**src/rtl/piso_framer_pkg.sv**
```systemverilog
// Shared types, line levels and helpers for the parallel-in serial-out framer.
package piso_framer_pkg;

  typedef enum logic [1:0] {
    IDLE,
    START,
    DATA,
    PARITY
  } state_t;

  localparam logic IDLE_LEVEL  = 1'b0;
  localparam logic START_LEVEL = 1'b1;

  // Widest word the parity helper accepts; narrower words are zero-extended.
  localparam int PAR_MAX_W = 64;

  function automatic logic even_parity(input logic [PAR_MAX_W-1:0] word);
    return ^word;
  endfunction

endpackage

```
**src/rtl/piso_framer_if.sv**
```systemverilog
// Parallel-word valid/ready handshake between an upstream source and the framer.
interface piso_framer_if #(
  parameter int WIDTH = 8
);
  logic [WIDTH-1:0] din;
  logic             din_valid;
  logic             din_ready;

  modport master (output din, output din_valid, input  din_ready);
  modport slave  (input  din, input  din_valid, output din_ready);
endinterface

```
**src/rtl/piso_framer.sv**
```systemverilog
// Serializes accepted parallel words into start bit + data bits + optional even parity,
// one bit per clock, with back-to-back frames when a word is ready in the final bit cycle.
module piso_framer
  import piso_framer_pkg::*;
#(
  parameter int WIDTH     = 8,
  parameter bit PARITY_EN = 1'b1,
  parameter bit MSB_FIRST = 1'b1
) (
  input  logic           clk,
  input  logic           reset,
  piso_framer_if.slave   in,
  output logic           dataout,
  output logic           busy,
  output logic           frame_done
);

  localparam int                CNT_W    = $clog2(WIDTH + 1);
  localparam logic [CNT_W-1:0]  LAST_BIT = CNT_W'(WIDTH - 1);

  state_t            state;
  logic [WIDTH-1:0]  shreg;
  logic [CNT_W-1:0]  cnt;
  logic              par_bit;

  logic [WIDTH-1:0]  din_w;
  logic [WIDTH-1:0]  shreg_next;
  logic              next_bit;
  logic              final_bit;
  logic              accept;

  assign din_w = in.din;

  // State names what dataout is carrying this cycle, so the final bit cycle is
  // known from state and counter alone and din_ready never depends on din_valid.
  assign final_bit    = PARITY_EN ? (state == PARITY) : (state == DATA && cnt == LAST_BIT);
  assign in.din_ready = (state == IDLE) || final_bit;
  assign accept       = in.din_valid && in.din_ready;

  assign next_bit   = MSB_FIRST ? shreg[WIDTH-1] : shreg[0];
  assign shreg_next = MSB_FIRST ? {shreg[WIDTH-2:0], 1'b0} : {1'b0, shreg[WIDTH-1:1]};

  // NOTE: sequential state uses non-blocking assignments only; later assignments in
  // the same block (the acceptance override below) take priority over earlier ones.
  always_ff @(posedge clk or negedge reset) begin
    if (!reset) begin
      state      <= IDLE;
      shreg      <= '0;
      cnt        <= '0;
      par_bit    <= 1'b0;
      dataout    <= IDLE_LEVEL;
      busy       <= 1'b0;
      frame_done <= 1'b0;
    end else begin
      frame_done <= 1'b0;
      unique case (state)
        IDLE: ;
        START: begin
          state   <= DATA;
          cnt     <= '0;
          dataout <= next_bit;
          shreg   <= shreg_next;
        end
        DATA: begin
          if (cnt != LAST_BIT) begin
            cnt     <= cnt + 1'b1;
            dataout <= next_bit;
            shreg   <= shreg_next;
          end else if (PARITY_EN) begin
            state   <= PARITY;
            dataout <= par_bit;
          end else begin
            state      <= IDLE;
            dataout    <= IDLE_LEVEL;
            busy       <= 1'b0;
            frame_done <= 1'b1;
          end
        end
        PARITY: begin
          state      <= IDLE;
          dataout    <= IDLE_LEVEL;
          busy       <= 1'b0;
          frame_done <= 1'b1;
        end
        default: state <= IDLE;
      endcase

      // Acceptance happens only in IDLE or the final bit cycle; it starts the next frame.
      if (accept) begin
        state   <= START;
        dataout <= START_LEVEL;
        busy    <= 1'b1;
        shreg   <= din_w;
        cnt     <= '0;
        par_bit <= even_parity(PAR_MAX_W'(din_w));
      end
    end
  end

endmodule

```
**src/flat_wrapper.sv**
```systemverilog
// flat-port wrapper written by rule: the top's interface ports become plain ports
module piso_framer_flat import piso_framer_pkg::*;
#(
  parameter int WIDTH     = 8,
  parameter bit PARITY_EN = 1'b1,
  parameter bit MSB_FIRST = 1'b1
)
  (clk, reset, dataout, busy, frame_done, in_din, in_din_valid, in_din_ready);
  piso_framer_if #(.WIDTH(WIDTH)) in_i ();
  input  logic clk;
  input  logic reset;
  output logic dataout;
  output logic busy;
  output logic frame_done;
  input wire logic [$bits(in_i.din)-1:0] in_din;
  input wire logic [$bits(in_i.din_valid)-1:0] in_din_valid;
  output wire logic [$bits(in_i.din_ready)-1:0] in_din_ready;
  assign in_i.din = in_din;
  assign in_i.din_valid = in_din_valid;
  assign in_din_ready = in_i.din_ready;
  piso_framer #(.WIDTH(WIDTH), .PARITY_EN(PARITY_EN), .MSB_FIRST(MSB_FIRST)) u_core (.clk(clk), .reset(reset), .in(in_i), .dataout(dataout), .busy(busy), .frame_done(frame_done));
endmodule
```
**config.mk**
```make
export PLATFORM = sky130hd
export DESIGN_NAME = piso_framer_flat
export DESIGN_NICKNAME = d
export VERILOG_FILES = /design/src/rtl/piso_framer_pkg.sv /design/src/rtl/piso_framer_if.sv /design/src/rtl/piso_framer.sv /design/src/flat_wrapper.sv
export SDC_FILE = /design/constraint.sdc
export NUM_CORES = 1
export LEC_CHECK = 0
export ABC_AREA = 0
export ABC_CLOCK_PERIOD_IN_PS = 1700
export CAP_MARGIN = 20
export CORE_MARGIN = 2
export CORE_UTILIZATION = 50
export DETAILED_ROUTE_END_ITERATION = 16
export GPL_TIMING_DRIVEN = 0
export HOLD_SLACK_MARGIN = 0.12
export PLACE_DENSITY = 0.85
export SLEW_MARGIN = 20
export SYNTH_ARGS = -nofsm -noshare
export SYNTH_HDL_FRONTEND = slang
export SYNTH_SLANG_ARGS = --single-unit
```
**constraint.sdc**
```tcl
create_clock -name clk -period 1.7 [get_ports clk]
set_input_delay 0.425 -clock clk [delete_from_list [all_inputs] [get_ports clk]]
set_output_delay 0.425 -clock clk [all_outputs]
set_load 0.05 [all_outputs]
```
==> metrics.csv <==
metric,value,unit
crit_chain,ha_4 > buf_6,
ys_warn_count,0,
power.total,2.36,mW
grt_pass1_wl,3370,um
regToRegStartpoint,u_core.state[0],
area_delta_synth_final,23.2,%
fin_nets,134,
busiest_layer,met2,
gr-usage-met2,29.0,%
gr-total-overflow,0,
die_w,48.8,um
grt_pass1_vias,746,
worst-setup-path-type,reg2out,
synthTopCellsByArea,"dfrtp_1 45%, mux2i_1 8.0%, xnor2_1 7.0%, o21ai_0 6.5%, nand2_1 5.6%",
postRouteAntennaNets,0,
critPathSlowestCell,dfrtp_1,
intPower,1.33,mW
gr-usage-met1,24.4,%
fp-row-count,16,
finalCriticalPeriod,1640,ps
critical_path.max_stage_delay,470,ps
wl_per_cell,12.4,um
crit_fanout,5,
p_leak,0.591,nW
worstSetupEndpointType,output pin,
yosysTopAreaCell,dfrtp_1,
clockBufferDepth,2,
maxSlewHeadroom,45.8,%
min_period_over_period,96.5,%
synth_ff_type,dfrtp_1,
ys_seq_elements,18,
ys_async_sr_fraction,100,%
clock-sinks,18,
status,finished clean,
maxCapViolCount,0,
fin_cells,145,
power_density,1910,nW/um2
dieArea,2380,um2
pin_count,15,
fmax,0.610,GHz
worst-path-buf-inv,1,
syn_area_per_cell,10.3,um2
drcViolationCount,0,
worstSkewPairLatency,290,ps
wl,1800,um
cts_tree,done,
reg2reg_depth,8,
p_seq_share,30.7,%
worstSetupStartpointType,register,
synth_nets,113,
cp.arrival,1220,ps
tns,0,ps
gr-usage-all-layers,18.2,%
power.share.clock,11.2,%
hpwl,1350,um
synth_cells,98,
routed_via_density,5.18,
hold_class,in2reg,
drt_first_pass_iters,4,
startpoint,u_core.state[1],
h-tree-depth,1,
p_comb_share,58.1,%
coreArea,1920,um2
vdd_drop_max,1.21,mV
power_switching,1.03,mW
cp.required,1270,ps
r2r_slack,110,ps
syn_area,1000,um2
finalMaxSlewViolations,0,
ctsHoldBuffers,0,
initial_utilization,52.3,%
first_iter_violations,19,
grt_use_met3,2.76,%
antenna_found_initial,0,
netlist_top_cells_count,"18 x dfrtp_1, 15 x nand2_1, 13 x o21ai_0",
r2r-end,u_core.shreg[5],
switching_share,43.7,%
layout-drive-gt1-share,17.8,%
fin_util,64.4,%
vias,751,
yosysMostFrequentCell,dfrtp_1,
cp_top_family,flip-flops,
placed_cells,138,
synth_top_area_share,44.8,%
synthDistinctLibCells,23,
clkSlewWorstSetupHoldPaths,110,ps
worst_pin_slew,810,ps
worstSetupEndpoint,in_din_ready,
grt_max_degree,19,
die_y,48.8,um
antenna_cells,0,
min_path_cells,2,
yosysSeqAreaShare,44.8,%
finalSetupViolations,0,
skew,2.07,ps
n_fill_cell,170,
worst-path-stages,2,
numCtsBuffers,3,
gp_congestion,0.798,
finalHoldViolations,0,
synth-edff-count,0,
cts_root_buf,clkbuf_4,
numPortBuffers,13,
holdCritStartpoint,in_din_valid,
==> cell families (layout without fill, tap and decap cells) <==
logic type,after synthesis,after routing,share of synthesized area (%)
AND/OR/NAND/NOR,26,26,13.8
XOR/XNOR,8,8,6.97
multiplexers,8,8,7.97
AO/OA/AOI/OAI,26,26,16.8
adder cells (fa/ha/maj),4,4,4.98
flip-flops,18,18,44.8
buffers and inverters,8,28,4.61
==> per-stage QoR <==
stage	worst slack [ps]	area, um2	hold slack (ps)
detailed placement	-275	1180	474
global placement	-259	1180	461
floorplan	107	1020	129
global route	-3.03	1240	491
CTS	26.0	1210	466
finish	60.0	1240	475
==> layer usage <==
metal,routed length (um),vias to the layer above
met1,895,354
met5,0,-
li1,-,384
met3,58,0
met2,851,13
met4,0,0
==> registers in the layout (all words and copies together) (netlist names) <==
register / cells
u_core.busy: 1
u_core.cnt: 4
u_core.dataout: 1
u_core.par_bit: 1
u_core.shreg: 8
u_core.frame_done: 1
u_core.state: 2
==> layout by cell type, fill, tap and decap left out <==
cell type / netlist / final
dlygate4sd2_1: 0 / 3
inv_1: 5 / 4
dfrtp_1: 18 / 18
o22ai_1: 2 / 2
buf_6: 2 / 3
xnor2_1: 8 / 8
nor3_1: 2 / 2
and3b_2: 1 / 1
nand2_1: 15 / 15
nand3b_4: 1 / 1
o21ai_1: 0 / 1
clkdlybuf4s50_1: 0 / 9
o21ai_2: 3 / 3
clkbuf_4: 0 / 3
inv_2: 0 / 1
o22ai_4: 1 / 1
a21oi_1: 3 / 3
ha_4: 0 / 1
nand3_1: 3 / 3
o21ai_0: 13 / 12
buf_4: 0 / 3
a31oi_1: 2 / 2
a32o_1: 1 / 1
nand2_2: 1 / 1
nand2b_4: 1 / 1
buf_2: 1 / 1
nor2_1: 2 / 2
o211ai_1: 1 / 1
mux2i_1: 8 / 8
ha_1: 4 / 3
clkbuf_8: 0 / 1
==> final cells by class <==
| type | count | area [um2] | share of cell area, % |
|---|---|---|---|
| Buffer | 3 | 27.5 | 2.22 |
| Clock buffer | 4 | 36.3 | 2.93 |
| Inverter | 5 | 18.8 | 1.52 |
| Multi-Input combinational cell | 72 | 520 | 42.1 |
| Sequential cell | 18 | 450 | 36.4 |
| Tap cell | 27 | 33.8 | 2.73 |
| Timing Repair Buffer | 16 | 150 | 12.1 |
==> power groups by stage <==
stage	registers [mW]	clock network (mW)	logic, mW
after floorplan	0.832	0	0.952
after global placement	0.722	0	1.29
after detailed placement	0.735	0	1.33
after CTS	0.725	0.273	1.33
after global routing	0.748	0.299	1.52
final	0.726	0.264	1.37
==> how the worst min path moves through the flow <==
stage,endpoint,slack [ps]
2_1_floorplan,u_core.busy,130
3_3_place_gp,u_core.shreg[1],460
3_5_place_dp,u_core.shreg[3],470
4_1_cts,u_core.cnt[0],470
5_1_grt,u_core.cnt[0],490
6_report,u_core.cnt[0],480
==> what timing repair did <==
item,in CTS,in global routing
setup buffers,0,3
endpoints found under the setup margin,4,8
gates cloned,0,0
pin swaps,0,1
gates resized for setup,10,2
(Power assumes the default switching activity.)
